`config.mk`:
```
export PLATFORM = sky130hd
export DESIGN_NAME = apb_master_mux
export DESIGN_NICKNAME = d
export VERILOG_FILES = /design/src/rtl/apb_master_mux.sv
export SDC_FILE = /design/constraint.sdc
export NUM_CORES = 1
export LEC_CHECK = 0
export ABC_AREA = 1
export ABC_CLOCK_PERIOD_IN_PS = 9800
export BUFFER_PORTS_ARGS = -buffer_cell sky130_fd_sc_hd__buf_2
export CAP_MARGIN = 20
export CORE_AREA = 5 5 117 119
export DETAILED_ROUTE_END_ITERATION = 12
export DIE_AREA = 0 0 122 124
export GPL_TIMING_DRIVEN = 0
export PLACE_DENSITY = 0.76
export SETUP_SLACK_MARGIN = 0.2
export SLEW_MARGIN = 40
export SYNTH_ARGS = -nofsm -noshare
export SYNTH_HDL_FRONTEND = slang
export SYNTH_SLANG_ARGS = --single-unit
```
`constraint.sdc`:
```
create_clock -name clk -period 9.8 [get_ports clk]
set_input_delay 1.47 -clock clk [delete_from_list [all_inputs] [get_ports clk]]
set_output_delay 1.47 -clock clk [all_outputs]
set_load 0.01 [all_outputs]
```
`src/rtl/apb_master_mux.sv`:
```
// APB master turning a valid/ready request stream into APB transfers to NUM_SLAVES peripherals.
// The top address bits select the slave; decode misses and wait-state timeouts return an error response.
module apb_master_mux #(
    parameter int unsigned ADDR_W     = 32,
    parameter int unsigned DATA_W     = 32,
    parameter int unsigned NUM_SLAVES = 4,
    parameter int unsigned TIMEOUT    = 16
) (
    input  logic                         clk,
    input  logic                         reset,
    input  logic                         req_valid_i,
    output logic                         req_ready_o,
    input  logic                         req_write_i,
    input  logic [ADDR_W-1:0]            req_addr_i,
    input  logic [DATA_W-1:0]            req_wdata_i,
    output logic                         rsp_valid_o,
    output logic [DATA_W-1:0]            rsp_rdata_o,
    output logic                         rsp_err_o,
    output logic [NUM_SLAVES-1:0]        psel_o,
    output logic                         penable_o,
    output logic [ADDR_W-1:0]            paddr_o,
    output logic                         pwrite_o,
    output logic [DATA_W-1:0]            pwdata_o,
    input  logic [NUM_SLAVES-1:0]        pready_i,
    input  logic [NUM_SLAVES-1:0]        pslverr_i,
    input  logic [NUM_SLAVES*DATA_W-1:0] prdata_i
);
    localparam int unsigned SEL_W = (NUM_SLAVES > 1) ? $clog2(NUM_SLAVES) : 1;
    localparam int unsigned TO_W  = (TIMEOUT > 1) ? $clog2(TIMEOUT) : 1;
    localparam logic [TO_W-1:0] TO_LAST = TO_W'((TIMEOUT > 0) ? TIMEOUT - 1 : 0);

    typedef enum logic [1:0] {IDLE, SETUP, ACCESS} state_t;

    state_t                state;
    logic [SEL_W-1:0]      idx;
    logic [TO_W-1:0]       tcnt;
    logic                  miss_pend;

    logic [SEL_W-1:0]      req_idx;
    logic                  req_hit;
    logic [NUM_SLAVES-1:0] req_onehot;
    logic                  sel_ready;
    logic                  sel_err;
    logic [DATA_W-1:0]     sel_rdata;
    logic                  in_access;
    logic                  done;
    logic                  timeout_hit;
    logic                  accept;

    always_comb begin
        req_idx    = req_addr_i[ADDR_W-1 -: SEL_W];
        req_hit    = (32'(req_idx) < NUM_SLAVES);
        req_onehot = '0;
        sel_ready  = 1'b0;
        sel_err    = 1'b0;
        sel_rdata  = '0;
        for (int unsigned k = 0; k < NUM_SLAVES; k++) begin
            if (req_idx == SEL_W'(k)) req_onehot[k] = 1'b1;
            if (idx == SEL_W'(k)) begin
                sel_ready = pready_i[k];
                sel_err   = pslverr_i[k];
                sel_rdata = prdata_i[k*DATA_W +: DATA_W];
            end
        end
        in_access   = (state == ACCESS);
        done        = in_access && sel_ready;
        timeout_hit = (TIMEOUT != 0) && in_access && !sel_ready && (tcnt == TO_LAST);
        req_ready_o = ((state == IDLE) && !miss_pend) || done;
        accept      = req_valid_i && req_ready_o;
    end

    always_ff @(posedge clk or posedge reset) begin
        if (reset) begin
            state       <= IDLE;
            idx         <= '0;
            tcnt        <= '0;
            miss_pend   <= 1'b0;
            psel_o      <= '0;
            penable_o   <= 1'b0;
            paddr_o     <= '0;
            pwrite_o    <= 1'b0;
            pwdata_o    <= '0;
            rsp_valid_o <= 1'b0;
            rsp_err_o   <= 1'b0;
            rsp_rdata_o <= '0;
        end else begin
            rsp_valid_o <= 1'b0;
            rsp_err_o   <= 1'b0;
            rsp_rdata_o <= '0;

            // A miss accepted on a completion cycle is answered one cycle after the completion response.
            if (miss_pend) begin
                rsp_valid_o <= 1'b1;
                rsp_err_o   <= 1'b1;
                miss_pend   <= 1'b0;
            end

            case (state)
                IDLE: ;
                SETUP: begin
                    state     <= ACCESS;
                    penable_o <= 1'b1;
                end
                ACCESS: begin
                    if (sel_ready) begin
                        rsp_valid_o <= 1'b1;
                        rsp_err_o   <= sel_err;
                        rsp_rdata_o <= pwrite_o ? '0 : sel_rdata;
                        psel_o      <= '0;
                        penable_o   <= 1'b0;
                        state       <= IDLE;
                    end else if (timeout_hit) begin
                        rsp_valid_o <= 1'b1;
                        rsp_err_o   <= 1'b1;
                        psel_o      <= '0;
                        penable_o   <= 1'b0;
                        state       <= IDLE;
                    end else begin
                        tcnt <= tcnt + 1'b1;
                    end
                end
                default: state <= IDLE;
            endcase

            if (accept) begin
                if (req_hit) begin
                    state     <= SETUP;
                    idx       <= req_idx;
                    tcnt      <= '0;
                    psel_o    <= req_onehot;
                    penable_o <= 1'b0;
                    paddr_o   <= req_addr_i;
                    pwrite_o  <= req_write_i;
                    pwdata_o  <= req_wdata_i;
                end else if (state == IDLE) begin
                    rsp_valid_o <= 1'b1;
                    rsp_err_o   <= 1'b1;
                end else begin
                    miss_pend <= 1'b1;
                end
            end
        end
    end

endmodule

```
After elaboration in Yosys (flattened, before gate mapping)
Index checks and enable logic that the tools add are counted.
- register bits after elaboration: 112
- input port bits: 204
- logic and storage cells: 81
- add/sub/neg operators: 1
- equality and inequality tests: 13
- muxes and demuxes: 40
- reduce and logical (&&, ||, !) cells: 16
- operators by type and width (kind ; number):
    two-way mux 32 bit ; 7
    two-way mux 4 bit ; 8
    two-way mux 1 bit ; 20
    equality test 2 bit, second input constant ; 5
    equality test 2 x 1 -> 1 bit, second input constant ; 3
    logical NOT 2 bit ; 3
    two-way mux 2 bit ; 3
    case mux 2 bit (3 select lines) ; 1
    AND reduction 2 bit ; 3
    nonzero test 3 bit ; 2
    adder 4 x 1 -> 4 bit, second input constant ; 1
    equality test 4 bit, second input constant ; 1
    logical AND 1 bit ; 4
    inequality test 2 x 1 -> 1 bit, second input constant ; 2
    inequality test 4 x 2 -> 1 bit, second input constant ; 1
    AND reduction 3 bit ; 1
    inequality test 2 bit, second input constant ; 1
    case mux 1 bit (2 select lines) ; 1
    nonzero test 2 bit ; 1
    logical NOT 1 bit ; 1
    logical OR 1 bit ; 1

Logic depth before layout (Yosys ltp)
Gate-level depths: netlist of run 1.
- depth after elaboration: 12
- depth in mapped cells: 10

Worst setup path after synthesis of run 1
No wires, ideal clock.
- path type: input port to output port
- start point: input pready_i[1]
- end point: output req_ready_o
- data arrival time: 1929 ps
- required time: 8330 ps
- path slack: 6401 ps
- stages on the path: 6
- cells stage by stage: nand2_1 nand2_1 nand3_2 nand3_2 nand2_1 inv_1
- word-level cells in the longest chain between the ends: 5
- ends and longest elaborated chain (item ; RTL line ; RTL):
    start: declaration ; 24 ; input logic [NUM_SLAVES-1:0] pready_i,
    two-way mux 1 bit (3 in series) ; 59 ; if (idx == SEL_W'(k)) begin
    logical AND 1 bit ; 66 ; done = in_access && sel_ready;
    logical OR 1 bit ; 68 ; req_ready_o = ((state == IDLE) && !miss_pend) || done;
    end: declaration ; 12 ; output logic req_ready_o,
Every way passes these cells.

Worst setup path in the final report of run 1
Same ends and word-level chain as after synthesis.

==> impl_metrics.tcl, run 1 <==
set metrics [dict create \
    holdPathStages 2 \
    synth_cell_type_count 24 \
    grt_start_max_net_pins 58 \
    yosysMostFrequentCell "nand2_1" \
    maxCapViolCount 0 \
    antenna_found_initial 1 \
    tightest_slew_ns 0.612 \
    yosys-top-cells-area "dfrtp_1 54%, nand2_1 21%, nand3_1 4.2%" \
    outcome "complete, no violations" \
    cts.repair.resized 0 \
    overflow 0 \
    multi_input_area_sq_um 2000 \
    vias_per_cell 4.73 \
    cpMostUsedCell "nand2_1" \
    setup_viol 0 \
    grt_usage_pct 22.0 \
    syn_area_per_cell_sq_um 7.92 \
    r2r-start "paddr_o[31]" \
    gp_congestion 0.906 \
    n_antenna_cell 0 \
    synthFlopType "dfrtp_1" \
    clock.fmax_mhz 267 \
    fillCellCount 1204 \
    cts_buffer_depth 2 \
    hold_end "pwdata_o[3]" \
    yosys-top-cells-count "281 x nand2_1, 110 x dfrtp_1, 48 x nor2_1" \
    io_buffers 308 \
    syn_area_sq_um 5070 \
    synthesis.instances 640 \
    synth_area_leader_cell "dfrtp_1" \
    maxSlewViolCount 0 \
    setup_ws_ns 6.06 \
    place_inst 1121 \
    cp-end-kind "output pin" \
    rr_endpoint "pwdata_o[23]" \
    rsz0062_at_grt "no" \
    slew-limit-headroom_pct 59.2 \
    crit_fanout 6 \
    grt_pass1_vias 5195 \
    path_class "input pin to output pin" \
    arrival_ns 2.27 \
    synth_xor_area_share_pct 0.173 \
    h-tree-depth 3 \
    critical_path.cell_chain "buf_2 > nand2_1 > nand2_1 > nand3_2 > nand3_2 > nand2_1 > inv_1 > buf_2" \
    cts_buffers 9 \
    first_pass_iters 4 \
    ys_seq_area_share_pct 54.3 \
    wirelength_um 17200 \
    hold_path_class "flop to flop" \
    ant_nets 0 \
    peakVddDrop_mv 0.144 \
    num_rows 41 \
    die_h_um 124 \
    yosys.area_share.simple_pct 32.1 \
    synth_fa_ha_area_share_pct 0.247 \
    synth-compound-area-share_pct 6.84 \
    dieArea_sq_um 15100 \
    io-pin-count 309 \
    cts.sinks 110 \
    place_area_sq_um 6860 \
    start_kind "input pin" \
    synthArstFlopShare_pct 100 \
    grt_pass1_wl_um 25900 \
    design_area_sq_um 7190 \
    yosys_warnings 0 \
    p_leak_nw 4.24 \
    cts_hold_buffers 0 \
    place_hpwl_um 13400 \
    vias 5383 \
    final_cell_count_no_fill 1137 \
    cts_root_buf "clkbuf_16" \
    power_density_nw_per_um2 294 \
    path_clk_slew_ns 0.07 \
    skew_ns 0.00890 \
    synth_top_area_share_pct 54.3 \
    cpPeakStageDelay_ns 0.17 \
    reg2reg_depth 10 \
    core_sq_um 12500 \
    clk_latency_ns 0.35 \
    ys_seq_elements 110 \
    synth_mux_area_share_pct 0 \
    postCtsSetupRepairBufs 0 \
    area_delta_synth_final_pct 41.9 \
    wire_per_inst_um 15.2 \
    cp_slowest_cell "nand3_2" \
    final-seq-area_sq_um 2750 \
    die_x_um 122 \
    period_share_pct 38.2 \
    syn_nets 845 \
    dr.first_iter.drc_count 313 \
    hold_start "pwdata_o[3]" \
    setup_tns_ns 0 \
    r2r_slack_ns 7.88 \
    hold_viol_final 0 \
    drive_above_1_share_pct 36.9 \
    drc_errors 0 \
    synth_top_family_by_area "simple AND/OR/NAND/NOR gates" \
    cts_tree "built" \
    pre_cts_ws_ns 6.07 \
    cp_data_required_time_ns 8.33 \
    start_util_pct 40.7 \
    num-nets-final 1165 \
    post-route-min-period_ns 3.74 \
    synth_edf_count 0 \
]
power by group:
group / switching (W) / total [W] / internal (W)
clock: 0.000169 / 0.000402 / 0.000233
combinational: 0.000636 / 0.00100 / 0.000365
sequential: 0.0000844 / 0.000712 / 0.000628
total: 0.000890 / 0.00212 / 0.00123
how the worst max path moves through the flow:
stage                start     endpoint  depth (start not counted)
2_1_floorplan        reset   paddr_o[0]                          1
3_3_place_gp         reset  pwdata_o[4]                          2
3_5_place_dp   pready_i[1]  req_ready_o                          8
4_1_cts        pready_i[1]  req_ready_o                          8
5_1_grt        pready_i[1]  req_ready_o                          8
6_report       pready_i[1]  req_ready_o                          8
layout make-up:
| cell class | instances | area share, % |
|---|---|---|
| inverters | 29 | 1.65 |
| clock buffers | 10 | 3.32 |
| repair buffers | 309 | 21.8 |
| well taps | 172 | 2.99 |
| multi-input cells | 462 | 27.7 |
| flip-flops and latches | 110 | 38.3 |
| clock inverters | 6 | 1.30 |
| plain buffers | 39 | 2.89 |
sequential cells by signal, summed over array words and instances, names as in the netlist:
register and flops:
rsp_err_o 1, rsp_valid_o 1, paddr_o 32, penable_o 1, state 2, pwrite_o 1, psel_o 4, pwdata_o 32
tcnt 4, rsp_rdata_o 32
layout by cell type (no fill, tap or decap), drive strengths merged, types with 2 or more instances in the layout:
cell type    n
buf        337
nand2      281
dfrtp      110
nor2        48
nand3       46
o21ai       43
inv         30
clkbuf      21
nor3        19
o221ai      13
nand4        5
o22ai        2
clkinv       2
bufinv       2
through the flow:
step	utilization (%)	power, W	hold WS, ns
finish	57.7	0.00212	0.476
detailed placement	55.0	0.00172	0.460
global placement	54.7	0.00170	0.457
global route	57.7	0.00228	0.485
CTS	57.7	0.00214	0.479
floorplan	-	0.00132	0.467
kinds of logic (layout without fill, tap and decap cells):
logic type,Yosys count,in the layout
and+or+nand+nor,401,401
buffers and inverters,68,393
DFF,110,110
AOI/OAI and AO/OA,59,59
xor gates and xnor gates,1,1
adders and majority gates,1,1
worst max-delay path, delay by kind of cell:
| family | cells | cell delay, ns |
|---|---|---|
| AND/OR/NAND/NOR | 5 | 0.54 |
| buffers and inverters | 3 | 0.27 |
routing by layer:
metal,GRT usage (%),up-vias,part of all wire [%]
met5,0,-,0.041
met4,7.35,2,2.5
li1,-,2674,-
met1,25.9,2456,40
met3,7.67,33,8.1
met2,37.8,218,50
(Power assumes the default switching activity.)
==> run 2: changes to the inputs <==
Settings changed: ABC_CLOCK_PERIOD_IN_PS 9800 to 3200, CORE_AREA 5 5 117 119 to not set, CORE_MARGIN set to 5, CORE_UTILIZATION set to 39, DIE_AREA 0 0 122 124 to not set.
Clock period 9.8 ns to 3.2 ns, I/O delays scaled along.
==> impl_metrics.tcl, run 2 (synthesis results as in run 1) <==
set metrics [dict create \
    outcome "complete, no violations" \
    hold_path_class "input pin to async pin" \
    setup_tns_ns 0 \
    ant_nets 0 \
    rsz0062_at_grt "no" \
    postCtsSetupRepairBufs 0 \
    peakVddDrop_mv 0.310 \
    gr-usage-met3_pct 3.95 \
    num-nets-final 1168 \
    io_buffers 308 \
    core_sq_um 12700 \
    arrival_ns 1.68 \
    grt_pass1_vias 5053 \
    grt_usage_pct 20.9 \
    drive_above_1_share_pct 37.1 \
    overflow 0 \
    power_density_nw_per_um2 877 \
    cts_buffer_depth 2 \
    maxCapViolCount 0 \
    io-pin-count 309 \
    path_clk_slew_ns 0.08 \
    r2r-start "paddr_o[30]" \
    post-route-min-period_ns 2.16 \
    critPathLaunch "paddr_o[31]" \
    skew_ns 0.0103 \
    reg2reg_depth 6 \
    cts_hold_buffers 0 \
    place_hpwl_um 13500 \
    p_leak_nw 4.25 \
    gp_congestion 0.928 \
    antenna_found_initial 0 \
    grt_pass1_wl_um 25100 \
    layout_common_cells "327 x buf_2, 281 x nand2_1, 110 x dfrtp_1" \
    cpMostUsedCell "nand2_1" \
    grt_util_met1_pct 27.6 \
    vias_per_cell 4.71 \
    cts_buffers 9 \
    vias 5374 \
    cp-end-kind "output pin" \
    cts_root_buf "clkbuf_16" \
    dr.first_iter.drc_count 344 \
    use_met2_pct 35.0 \
    n_antenna_cell 0 \
    cts.sinks 110 \
    wire_per_inst_um 14.7 \
    grt_start_max_net_pins 26 \
    path_class "flop to output pin" \
    reg.largest.list "paddr_o: 32 flops, pwdata_o: 32 flops, rsp_rdata_o: 32 flops" \
    crit_fanout 8 \
    worstSetupEndpoint "req_ready_o" \
    clock.fmax_mhz 463 \
    cts.repair.resized 0 \
    final_cell_count_no_fill 1140 \
    period_share_pct 67.5 \
    setup_viol 0 \
    fin_total_pwr_w 0.00632 \
    maxSlewViolCount 0 \
    cpPeakStageDelay_ns 0.54 \
    wirelength_um 16800 \
    clk_latency_ns 0.34 \
    start_kind "flop" \
    place_inst 1124 \
    dieArea_sq_um 15400 \
    hold_viol_final 0 \
    cp_slowest_cell "dfrtp_1" \
    cp_data_required_time_ns 2.72 \
    die_x_um 124 \
    cts_tree "built" \
    first_pass_iters 5 \
    die_h_um 124 \
    rr_endpoint "rsp_rdata_o[7]" \
    tightest_slew_ns 0.592 \
    area_delta_synth_final_pct 42.2 \
    drc_errors 0 \
    h-tree-depth 3 \
    slew-limit-headroom_pct 60.5 \
    grt.busiest_layer "met2" \
    r2r_slack_ns 1.35 \
    layout_commonest_cell "buf_2" \
    num_rows 41 \
    start_util_pct 40.0 \
    critical_path.cell_chain "inv_2 > nand2_1 > nand2_1 > nand3_2 > nand3_2 > nand2_1 > inv_1 > buf_2" \
]
## run 2: cell types whose count changed in the layout (fill, tap and decap cells not counted), sizes merged
cell      delta
bufinv       -2
buf          +3
clkinvlp     +1
inv          +1
## run 2: power breakdown
group | internal [W] | switching, W | total [W]
Combinational | 0.00112 | 0.00193 | 0.00305
Sequential | 0.00192 | 0.000261 | 0.00218
Clock | 0.000564 | 0.000523 | 0.00109
Total | 0.00361 | 0.00271 | 0.00632
## run 2: worst min-delay path by stage
| stage | end | slack (ns) |
|---|---|---|
| 2_1_floorplan | state[1] | 0.47 |
| 3_3_place_gp | pwdata_o[27] | 0.46 |
| 3_5_place_dp | paddr_o[9] | 0.46 |
| 4_1_cts | rsp_rdata_o[24] | 0.14 |
| 5_1_grt | rsp_rdata_o[27] | 0.16 |
| 6_report | rsp_rdata_o[27] | 0.14 |
## run 2: layout make-up
| type | instances | area (sq um) |
|---|---|---|
| multi-input combinational | 462 | 2000 |
| buffer | 39 | 208 |
| timing repair buffer | 312 | 1630 |
| fill | 1228 | 5460 |
| tap | 172 | 215 |
| clock buffer | 10 | 239 |
| clock inverter | 6 | 52.6 |
| inverter | 29 | 115 |
| sequential | 110 | 2750 |
## run 2: metrics by stage
step | setup WS [ns] | hold WS, ns | cell area, sq um | utilization (%)
floorplan | 1.39 | 0.467 | 5070 | -
global placement | 0.661 | 0.456 | 6830 | 53.9
detailed placement | 1.37 | 0.459 | 6920 | 54.6
CTS | 1.02 | 0.139 | 7210 | 56.9
global route | 0.880 | 0.156 | 7210 | 56.9
finish | 1.04 | 0.137 | 7210 | 56.9
## run 2: critical path: cells and delay by family, from the launching register on
kind / cells / cell delay [ns]
flip-flops: 1 / 0.54
AND/OR/NAND/NOR: 5 / 0.51
buffers and inverters: 3 / 0.30
## run 2: metal layers
metal / part of all wire, % / up-vias
met5: 0 / -
met4: 1.7 / 0
met3: 8.1 / 22
met2: 49 / 218
met1: 41 / 2450
li1: - / 2684
